===== src/rtl/alu_pkg.sv =====
// Shared definitions for the sequential ALU: one-hot op codes, FSM states,
// default operand width and a one-hot test helper. The upstream button
// controller imports the same op constants.
package alu_pkg;

  localparam int DATA_W_DEF = 8;

  localparam logic [3:0] OP_NONE = 4'b0000;
  localparam logic [3:0] OP_ADD  = 4'b0001;
  localparam logic [3:0] OP_SUB  = 4'b0010;
  localparam logic [3:0] OP_MUL  = 4'b0100;
  localparam logic [3:0] OP_MOD3 = 4'b1000;

  typedef enum logic [1:0] {
    ST_IDLE = 2'd0,
    ST_CALC = 2'd1,
    ST_DONE = 2'd2
  } state_t;

  // True when exactly one bit of the op code is set.
  function automatic logic is_onehot4(input logic [3:0] code);
    return (code != 4'b0000) && ((code & (code - 4'b0001)) == 4'b0000);
  endfunction

endpackage


===== src/rtl/alu_mul_seq.sv =====
// Unsigned shift-add multiplier: one partial product per cycle, DATA_W
// cycles after start. product is the running sum including the current
// step, so on last_step it is the complete 2*DATA_W product.
module alu_mul_seq #(
  parameter int DATA_W = 8
) (
  input  logic                  clk,
  input  logic                  reset,
  input  logic                  start,
  input  logic [DATA_W-1:0]     a,
  input  logic [DATA_W-1:0]     b,
  output logic [2*DATA_W-1:0]   product,
  output logic                  last_step
);

  localparam int CNT_W = $clog2(DATA_W) + 1;

  logic [2*DATA_W-1:0] mcand;
  logic [2*DATA_W-1:0] acc;
  logic [2*DATA_W-1:0] partial;
  logic [DATA_W-1:0]   mplier;
  logic [CNT_W-1:0]    count;
  logic                active;

  // Select the shifted multiplicand when the current multiplier bit is set.
  always_comb begin
    partial = {(2*DATA_W){1'b0}};
    if (mplier[0]) begin
      partial = mcand;
    end else begin
      partial = {(2*DATA_W){1'b0}};
    end
  end

  assign product   = acc + partial;
  assign last_step = active && (count == CNT_W'(DATA_W - 1));

  // Load operands on start, then accumulate and shift once per step.
  always_ff @(posedge clk or posedge reset) begin
    if (reset) begin
      mcand  <= {(2*DATA_W){1'b0}};
      acc    <= {(2*DATA_W){1'b0}};
      mplier <= {DATA_W{1'b0}};
      count  <= {CNT_W{1'b0}};
      active <= 1'b0;
    end else if (start) begin
      mcand  <= {{DATA_W{1'b0}}, a};
      acc    <= {(2*DATA_W){1'b0}};
      mplier <= b;
      count  <= {CNT_W{1'b0}};
      active <= 1'b1;
    end else if (active) begin
      acc    <= product;
      mcand  <= mcand << 1;
      mplier <= mplier >> 1;
      count  <= count + CNT_W'(1);
      active <= !last_step;
    end
  end

endmodule


===== src/rtl/alu_exec.sv =====
// Sequential ALU executing ADD, SUB, MUL (shift-add) and MOD3 (repeated
// subtraction) on operands captured by load strobes. An op starts when the
// one-hot control changes or an operand is loaded while idle.
// Optional build macro: ALU_SUB_SAT_EN makes SUB clamp to zero when B > A;
// without it SUB wraps in 2*DATA_W two's complement.
module alu_exec
  import alu_pkg::*;
#(
  parameter int DATA_W = DATA_W_DEF
) (
  input  logic                  clk,
  input  logic                  reset,
  input  logic [3:0]            control,
  input  logic [DATA_W-1:0]     operand_in,
  input  logic                  load_a,
  input  logic                  load_b,
  output logic [2*DATA_W-1:0]   result,
  output logic                  done,
  output logic                  busy,
  output logic                  err
);

  localparam logic [DATA_W-1:0] THREE = DATA_W'(3);

  state_t              state, state_next;
  logic [3:0]          ctrl_q;
  logic [3:0]          op;
  logic [DATA_W-1:0]   reg_a, reg_b, a_next, b_next;
  logic [DATA_W-1:0]   mod_work;
  logic                trigger, illegal, fin;
  logic [2*DATA_W-1:0] fin_val;
  logic [2*DATA_W-1:0] mul_product;
  logic                mul_last;
  logic                mul_start;

  assign mul_start = trigger && (control == OP_MUL);

  alu_mul_seq #(.DATA_W(DATA_W)) u_mul (
    .clk       (clk),
    .reset     (reset),
    .start     (mul_start),
    .a         (a_next),
    .b         (b_next),
    .product   (mul_product),
    .last_step (mul_last)
  );

  // Operand capture; a load in the trigger cycle feeds the new op directly.
  always_comb begin
    a_next = reg_a;
    b_next = reg_b;
    if (state != ST_CALC) begin
      if (load_a) a_next = operand_in; else a_next = reg_a;
      if (load_b) b_next = operand_in; else b_next = reg_b;
    end else begin
      a_next = reg_a;
      b_next = reg_b;
    end
  end

  // Trigger and illegal-code detection while no operation is in progress.
  always_comb begin
    trigger = 1'b0;
    illegal = 1'b0;
    if (state == ST_IDLE) begin
      trigger = is_onehot4(control) && ((control != ctrl_q) || load_a || load_b);
    end else begin
      trigger = 1'b0;
    end
    if (state != ST_CALC) begin
      illegal = (control != OP_NONE) && !is_onehot4(control);
    end else begin
      illegal = 1'b0;
    end
  end

  // Per-op completion test and final value for the current step.
  always_comb begin
    fin     = 1'b0;
    fin_val = result;
    case (op)
      OP_ADD: begin
        fin     = 1'b1;
        fin_val = {{DATA_W{1'b0}}, reg_a} + {{DATA_W{1'b0}}, reg_b};
      end
      OP_SUB: begin
        fin = 1'b1;
`ifdef ALU_SUB_SAT_EN
        if (reg_b > reg_a) begin
          fin_val = {(2*DATA_W){1'b0}};
        end else begin
          fin_val = {{DATA_W{1'b0}}, reg_a - reg_b};
        end
`else
        fin_val = {{DATA_W{1'b0}}, reg_a} - {{DATA_W{1'b0}}, reg_b};
`endif
      end
      OP_MUL: begin
        fin     = mul_last;
        fin_val = mul_product;
      end
      OP_MOD3: begin
        fin     = (mod_work < THREE);
        fin_val = {{DATA_W{1'b0}}, mod_work};
      end
      default: begin
        fin     = 1'b1;
        fin_val = result;
      end
    endcase
  end

  // FSM next state: IDLE -> CALC on trigger, CALC -> DONE on final step.
  always_comb begin
    state_next = state;
    case (state)
      ST_IDLE: if (trigger) state_next = ST_CALC; else state_next = ST_IDLE;
      ST_CALC: if (fin) state_next = ST_DONE; else state_next = ST_CALC;
      ST_DONE: state_next = ST_IDLE;
      default: state_next = ST_IDLE;
    endcase
  end

  // State, operands, op latch, MOD3 work register and registered outputs.
  always_ff @(posedge clk or posedge reset) begin
    if (reset) begin
      state    <= ST_IDLE;
      ctrl_q   <= 4'b0000;
      op       <= 4'b0000;
      reg_a    <= {DATA_W{1'b0}};
      reg_b    <= {DATA_W{1'b0}};
      mod_work <= {DATA_W{1'b0}};
      result   <= {(2*DATA_W){1'b0}};
      done     <= 1'b0;
      busy     <= 1'b0;
      err      <= 1'b0;
    end else begin
      ctrl_q <= control;
      state  <= state_next;
      reg_a  <= a_next;
      reg_b  <= b_next;
      busy   <= (state_next == ST_CALC);
      done   <= (state_next == ST_DONE);
      if (trigger) begin
        op       <= control;
        mod_work <= a_next;
      end else if ((state == ST_CALC) && (op == OP_MOD3) && !fin) begin
        mod_work <= mod_work - THREE;
      end
      if ((state == ST_CALC) && fin) begin
        result <= fin_val;
      end
      if (trigger) begin
        err <= 1'b0;
      end else if (illegal) begin
        err <= 1'b1;
      end
    end
  end

endmodule


===== config.mk =====
export PLATFORM = sky130hd
export DESIGN_NAME = alu_exec
export DESIGN_NICKNAME = d
export VERILOG_FILES = /design/src/rtl/alu_pkg.sv /design/src/rtl/alu_mul_seq.sv /design/src/rtl/alu_exec.sv
export SDC_FILE = /design/constraint.sdc
export NUM_CORES = 1
export LEC_CHECK = 0
export CORE_MARGIN = 3
export CORE_UTILIZATION = 45
export CTS_BUF_LIST = sky130_fd_sc_hd__clkbuf_16
export DETAILED_ROUTE_END_ITERATION = 7
export SLEW_MARGIN = 40
export SYNTH_ARGS = -nofsm -noshare
export SYNTH_HDL_FRONTEND = slang
export SYNTH_SLANG_ARGS = --single-unit

===== constraint.sdc =====
create_clock -name clk -period 8.9 [get_ports clk]
set_clock_uncertainty 0.15 [all_clocks]
set_input_delay 1.78 -clock clk [delete_from_list [all_inputs] [get_ports clk]]
set_output_delay 1.78 -clock clk [all_outputs]
set_load 0.01 [all_outputs]

Yosys cells after proc, flatten, opt, wreduce, memory -nomap -nowiden
Cells that the tools add are included.
- input port bits: 16
- output and inout port bits: 19
- flip-flop bits (word level): 98
- word-level logic and storage cells: 81
- equal/unequal tests: 11
- $lt $le $gt $ge: 1
- muxes and demuxes: 26
- add/subtract/negate cells: 6
- bitwise gates (word level): 1
- reduce and logical (&&, ||, !) cells: 21
- operators by type and width (cell ; number):
    16-bit two-way mux ; 5
    8-bit two-way mux ; 8
    16-bit one-hot mux with 4 select lines ; 1
    16-bit adder ; 1
    4-bit by 3-bit == test with 1-bit output, second input constant ; 3
    8-bit by 8-bit adder with 9-bit output ; 1
    8-bit by 8-bit subtractor with 9-bit output ; 1
    1-bit logical AND ; 8
    8-bit by 2-bit < comparator with 1-bit output, second input constant ; 1
    4-bit two-way mux ; 2
    4-bit nonzero test ; 2
    8-bit by 2-bit subtractor with 8-bit output, second input constant ; 1
    1-bit two-way mux ; 7
    2-bit nonzero test ; 3
    4-bit by 1-bit adder with 4-bit output, second input constant ; 1
    4-bit bitwise AND ; 1
    2-bit by 1-bit == test with 1-bit output, second input constant ; 2
    4-bit by 1-bit == test with 1-bit output, second input constant ; 1
    4-bit by 2-bit == test with 1-bit output, second input constant ; 1
    4-bit == test, second input constant ; 1
    4-bit zero test ; 1
    4-bit != test ; 1
    2-bit one-hot mux with 2 select lines ; 1
    4-bit by 1-bit subtractor with 4-bit output, second input constant ; 1
    other kinds (8) ; 11

Depth between registers and ports, before layout
- word-level depth: 9
- gate-level depth with buffers: 10

By module
From an unflattened synthesis, not the netlist that was laid out.
- cell total of the unflattened synthesis: 638
- area total of the unflattened synthesis: 6244.7 µm²
- by module, submodules not included (module ; area each (µm²) ; cells an instance ; instances ; sequential area each (µm²)):
    alu_exec ; 3328.2 ; 324 ; 1 ; 1326.3
    alu_mul_seq ; 2916.5 ; 314 ; 1 ; 1126.1

Worst setup path before layout
OpenSTA, ideal clock, no wires.
- path kind: input-to-reg
- start: input port control[2]
- end: register u_mul.mcand[5]
- stages: 6
- required time: 8672 ps
- library setup time: 78 ps
- slack: 5190 ps
- data arrival time: 3483 ps
- path through: clkbuf_1 -> or4b_1 -> a2111oi_4 -> clkbuf_1 -> a211oi_1 -> a21oi_1
- cells in the longest elaborated chain, start to end: 8
- elaborated cells on any way between the ends: 14
- those cells by class: add/sub: 1; eq/ne: 2; mux: 2; bitwise: 1; reduce/logical: 8
- ends and longest elaborated chain (item ; line ; RTL):
    start: declaration ; alu_exec.sv:13 ; input logic [3:0] control,
    4-bit by 1-bit subtractor with 4-bit output ; alu_pkg.sv:22 ; return (code != 4'b0000) && ((code & (code - 4'b0001)) == 4'b0000);
    4-bit bitwise AND ; alu_pkg.sv:22 ;
    4-bit zero test ; alu_pkg.sv:22 ;
    1-bit logical AND ; alu_pkg.sv:22 ;
    1-bit logical AND ; alu_exec.sv:66 ; trigger = is_onehot4(control) && ((control != ctrl_q) || load_a || load_b);
    1-bit two-way mux ; alu_exec.sv:65 ; if (state == ST_IDLE) begin
    1-bit logical AND * ; alu_exec.sv:36 ; assign mul_start = trigger && (control == OP_MUL);
    16-bit two-way mux / 2-bit nonzero test (equally long branches) ; n/a ;
    end signal: assignment ; alu_mul_seq.sv:41 ; mcand <= {(2*DATA_W){1'b0}};
    end signal: assignment ; alu_mul_seq.sv:47 ; mcand <= {{DATA_W{1'b0}}, a};
    end signal: assignment ; alu_mul_seq.sv:54 ; mcand <= mcand << 1;
    end: declaration ; alu_mul_seq.sv:18 ; logic [2*DATA_W-1:0] mcand;
Every way passes the cells marked *; elsewhere a longest branch is shown, timed or not.
A chain may end at the register's enable or synchronous reset.

Final worst setup path
- start: input port control[2]
- end: register u_mul.acc[13]
- cells in the longest elaborated chain, start to end: 8
- elaborated cells on any way between the ends: 14
- those cells by class: add/sub: 1; eq/ne: 2; mux: 2; bitwise: 1; reduce/logical: 8
- ends and longest elaborated chain (item ; line ; RTL):
    4-bit by 1-bit subtractor with 4-bit output ; alu_pkg.sv:22 ;
    4-bit bitwise AND ; alu_pkg.sv:22 ;
    4-bit zero test ; alu_pkg.sv:22 ;
    1-bit logical AND ; alu_pkg.sv:22 ;
    1-bit logical AND ; alu_exec.sv:66 ;
    1-bit two-way mux ; alu_exec.sv:65 ;
    1-bit logical AND * ; alu_exec.sv:36 ;
    16-bit two-way mux / 2-bit nonzero test (equally long branches) ; n/a ;
    end signal: assignment ; alu_mul_seq.sv:42 ; acc <= {(2*DATA_W){1'b0}};
    end signal: assignment ; alu_mul_seq.sv:48 ; acc <= {(2*DATA_W){1'b0}};
    end signal: assignment ; alu_mul_seq.sv:53 ; acc <= product;
    end: declaration ; alu_mul_seq.sv:19 ; logic [2*DATA_W-1:0] acc;
Marks and branches as above.

==> results_dict.tcl <==
set metrics [dict create \
    hold_violations 0 \
    io_buffer_count 34 \
    drive_above_1_share 0.0782 \
    synthArstFlopShare 1.00 \
    rsz0062_at_grt "false" \
    synth.distinct_cells 75 \
    grt_usage 0.209 \
    r2r_slack_ns 5.56 \
    r2r_cells 9 \
    cp_cell_sequence "clkdlybuf4s50_1 > or4b_1 > a2111oi_4 > buf_4 > nor3b_1 > nand3_1 > o311ai_0" \
    die_h_um 122 \
    critPathMaxStageDelay_ns 0.65 \
    synthFlopType "dfrtp_1" \
    root_buffer "clkbuf_16" \
    drt_first_pass_iters 6 \
    dpl_worst_slack_ns 4.39 \
    cp.required_ns 8.95 \
    synth.area.top_cells "dfrtp_1, ha_1, mux2i_1" \
    drv_cap 0 \
    whs_ns 0.328 \
    post_cts_buffers 0 \
    nNetsFinal 700 \
    ant_nets 0 \
    drv_slew 0 \
    first_iter_violations 403 \
    ys_seq_area_frac 0.404 \
    worstSetupPathType "in -> reg" \
    cp_max_fo 55 \
    dpl_cell_area_um2 6550 \
    finalPower_mw 2.41 \
    clk_latency_ns 0.35 \
    yosys.area.top_type "dfrtp_1" \
    cts_sinks 98 \
    finalWeightedCongestion 0.843 \
    drcViolationCount 0 \
    syn_inst 631 \
    finalWirelength_um 14900 \
    area_growth_pct 12.3 \
    max_freq_mhz 242 \
    num_antenna_cells 0 \
    cp-start-kind "input pin" \
    start_util 0.471 \
    synth_common_cells "dfrtp_1, nor2_1, a21oi_1" \
    clk_pin_slew_worst_paths_ns 0.07 \
    crit_slowest_cell "clkdlybuf4s50_1" \
    synth_edf_count 0 \
    setup_viol 0 \
    syn_area_per_cell_um2 9.61 \
    critPathArrivalTime_ns 4.17 \
    synth_seq_cells 98 \
    yosysMostFrequentCell "dfrtp_1" \
    outcome "completed" \
    grt_max_degree 65 \
    grt_overflow_total 0 \
    finalWorstSetupSlack_ns 4.78 \
    fin_area_um2 6810 \
    grt_pass1_vias 4628 \
    routedWlPerCell_um 18.1 \
    hold_buffers 0 \
    vias 4753 \
    tritoncts "built" \
    cp_top_family "buffers and inverters" \
    end_kind "register" \
    synth_top_area_share 0.404 \
    num_rows 41 \
    fin_tns_setup_ns 0 \
    antenna_found_initial 0 \
    synth_fp_nets 683 \
    layout_min_cycle_time_ns 4.12 \
    slew-limit-headroom 0.465 \
    cts.path.max_buffers 2 \
    viasPerCell 5.77 \
    finalCritPeriodShare 0.463 \
    cp_num_cells 7 \
    cts_resized 0 \
    boundaryPins 35 \
    grt_pass1_wl_um 24300 \
    htreeDepth 3 \
    dieArea_um2 14900 \
    worst_slew_pin_slew_ns 0.801 \
    hp-class "reg -> reg" \
    leakage_nw 3.11 \
    p_per_area_nw_per_um2 354 \
    cp_num_buf_inv 2 \
    chipWidth_um 122 \
    syn_area_um2 6060 \
    ys_warn_count 0 \
    cts_made_buffers 9 \
    holdPathStages 2 \
    core_um2 12900 \
    ir_drop_uv 245 \
    dp_hpwl_um 11000 \
    fillers 1167 \
]
[through the flow]
stage / std cells / utilization
floorplan: 631 / -
global placement: 809 / 0.508
detailed placement: 809 / 0.509
CTS: 824 / 0.529
global route: 824 / 0.529
finish: 824 / 0.529
[cell type report]
type / count / area, um2 / share of cell area
Clock buffer: 9 / 225 / 0.0331
Timing Repair Buffer: 39 / 378 / 0.0555
Multi-Input combinational cell: 467 / 3380 / 0.496
Clock inverter: 6 / 35.0 / 0.00514
Tap cell: 172 / 215 / 0.0316
Sequential cell: 98 / 2450 / 0.360
Inverter: 33 / 126 / 0.0186
[power breakdown]
part / switching, mW / internal [mW]
sequential: 0.161 / 0.627
combinational: 0.716 / 0.546
clock: 0.175 / 0.186
[layout by cell type, fill, tap and decap left out, drive strengths merged, types with 4 or more instances in the layout]
cell / Yosys / final
nor2b: 15 / 15
nand3: 13 / 13
inv: 33 / 33
mux2i: 34 / 34
o31ai: 5 / 5
o21bai: 4 / 4
nand2b: 9 / 9
nor2: 46 / 46
o221a: 5 / 5
xor2: 13 / 13
nand2: 41 / 41
o21ai: 39 / 39
a211o: 4 / 4
o211ai: 5 / 5
clkbuf: 29 / 9
xnor2: 13 / 13
and2: 18 / 18
a211oi: 13 / 13
nand3b: 9 / 9
o21a: 4 / 4
a21o: 5 / 5
nand4: 6 / 6
mux2: 12 / 12
buf: 4 / 5
ha: 33 / 33
a31oi: 6 / 6
clkdlybuf4s50: 0 / 34
dfrtp: 98 / 98
nor3: 8 / 8
a21oi: 46 / 46
clkinv: 0 / 5
[worst register-to-register path: cells and delay by family, from the launching register on]
kind	cells	cell delay, ns
simple gates	1	0.24
xor+xnor	1	0.29
fa+ha+maj	2	0.64
flops	1	0.57
compound gates	5	1.30
[logic make-up (layout without fill, tap and decap cells)]
group                    count (synthesis)  count (layout)  synth area share
flip-flops                              98              98             0.404
multiplexers                            46              46            0.0790
XOR/XNOR                                26              26            0.0375
adder cells (fa/ha/maj)                 36              36            0.0780
AND/OR/NAND/NOR                        186             186             0.161
AO/OA/AOI/OAI                          173             173             0.198
buffers and inverters                   66              87            0.0423
[worst paths after layout]
check	start	to
min reg2reg	result[3]	result[3]
max	control[2]	u_mul.acc[13]
max reg2reg	u_mul.mplier[0]	u_mul.acc[12]
min	result[3]	result[3]
max in group asynchronous	reset	u_mul.mplier[4]
min in group asynchronous	reset	ctrl_q[3]
[metal layers]
| layer | routed length (um) | vias to the layer above | part of all wire | track usage |
|---|---|---|---|---|
| li1 | - | 2318 | - | - |
| met1 | 6970 | 2298 | 0.47 | 0.297 |
| met2 | 6990 | 113 | 0.47 | 0.330 |
| met3 | 719 | 24 | 0.048 | 0.0302 |
| met4 | 267 | 0 | 0.018 | 0.0686 |
| met5 | 0 | - | 0 | 0 |
[registers in the layout, summed over array words and instances (netlist names), 2 cells and up]
signal and flops:
mod_work 8, u_mul.mcand 16, op 4, state 2, ctrl_q 4, u_mul.acc 16
u_mul.count 4, reg_b 8, u_mul.mplier 8, reg_a 8, result 16
No activity file was read; power rests on OpenSTA's default activity.
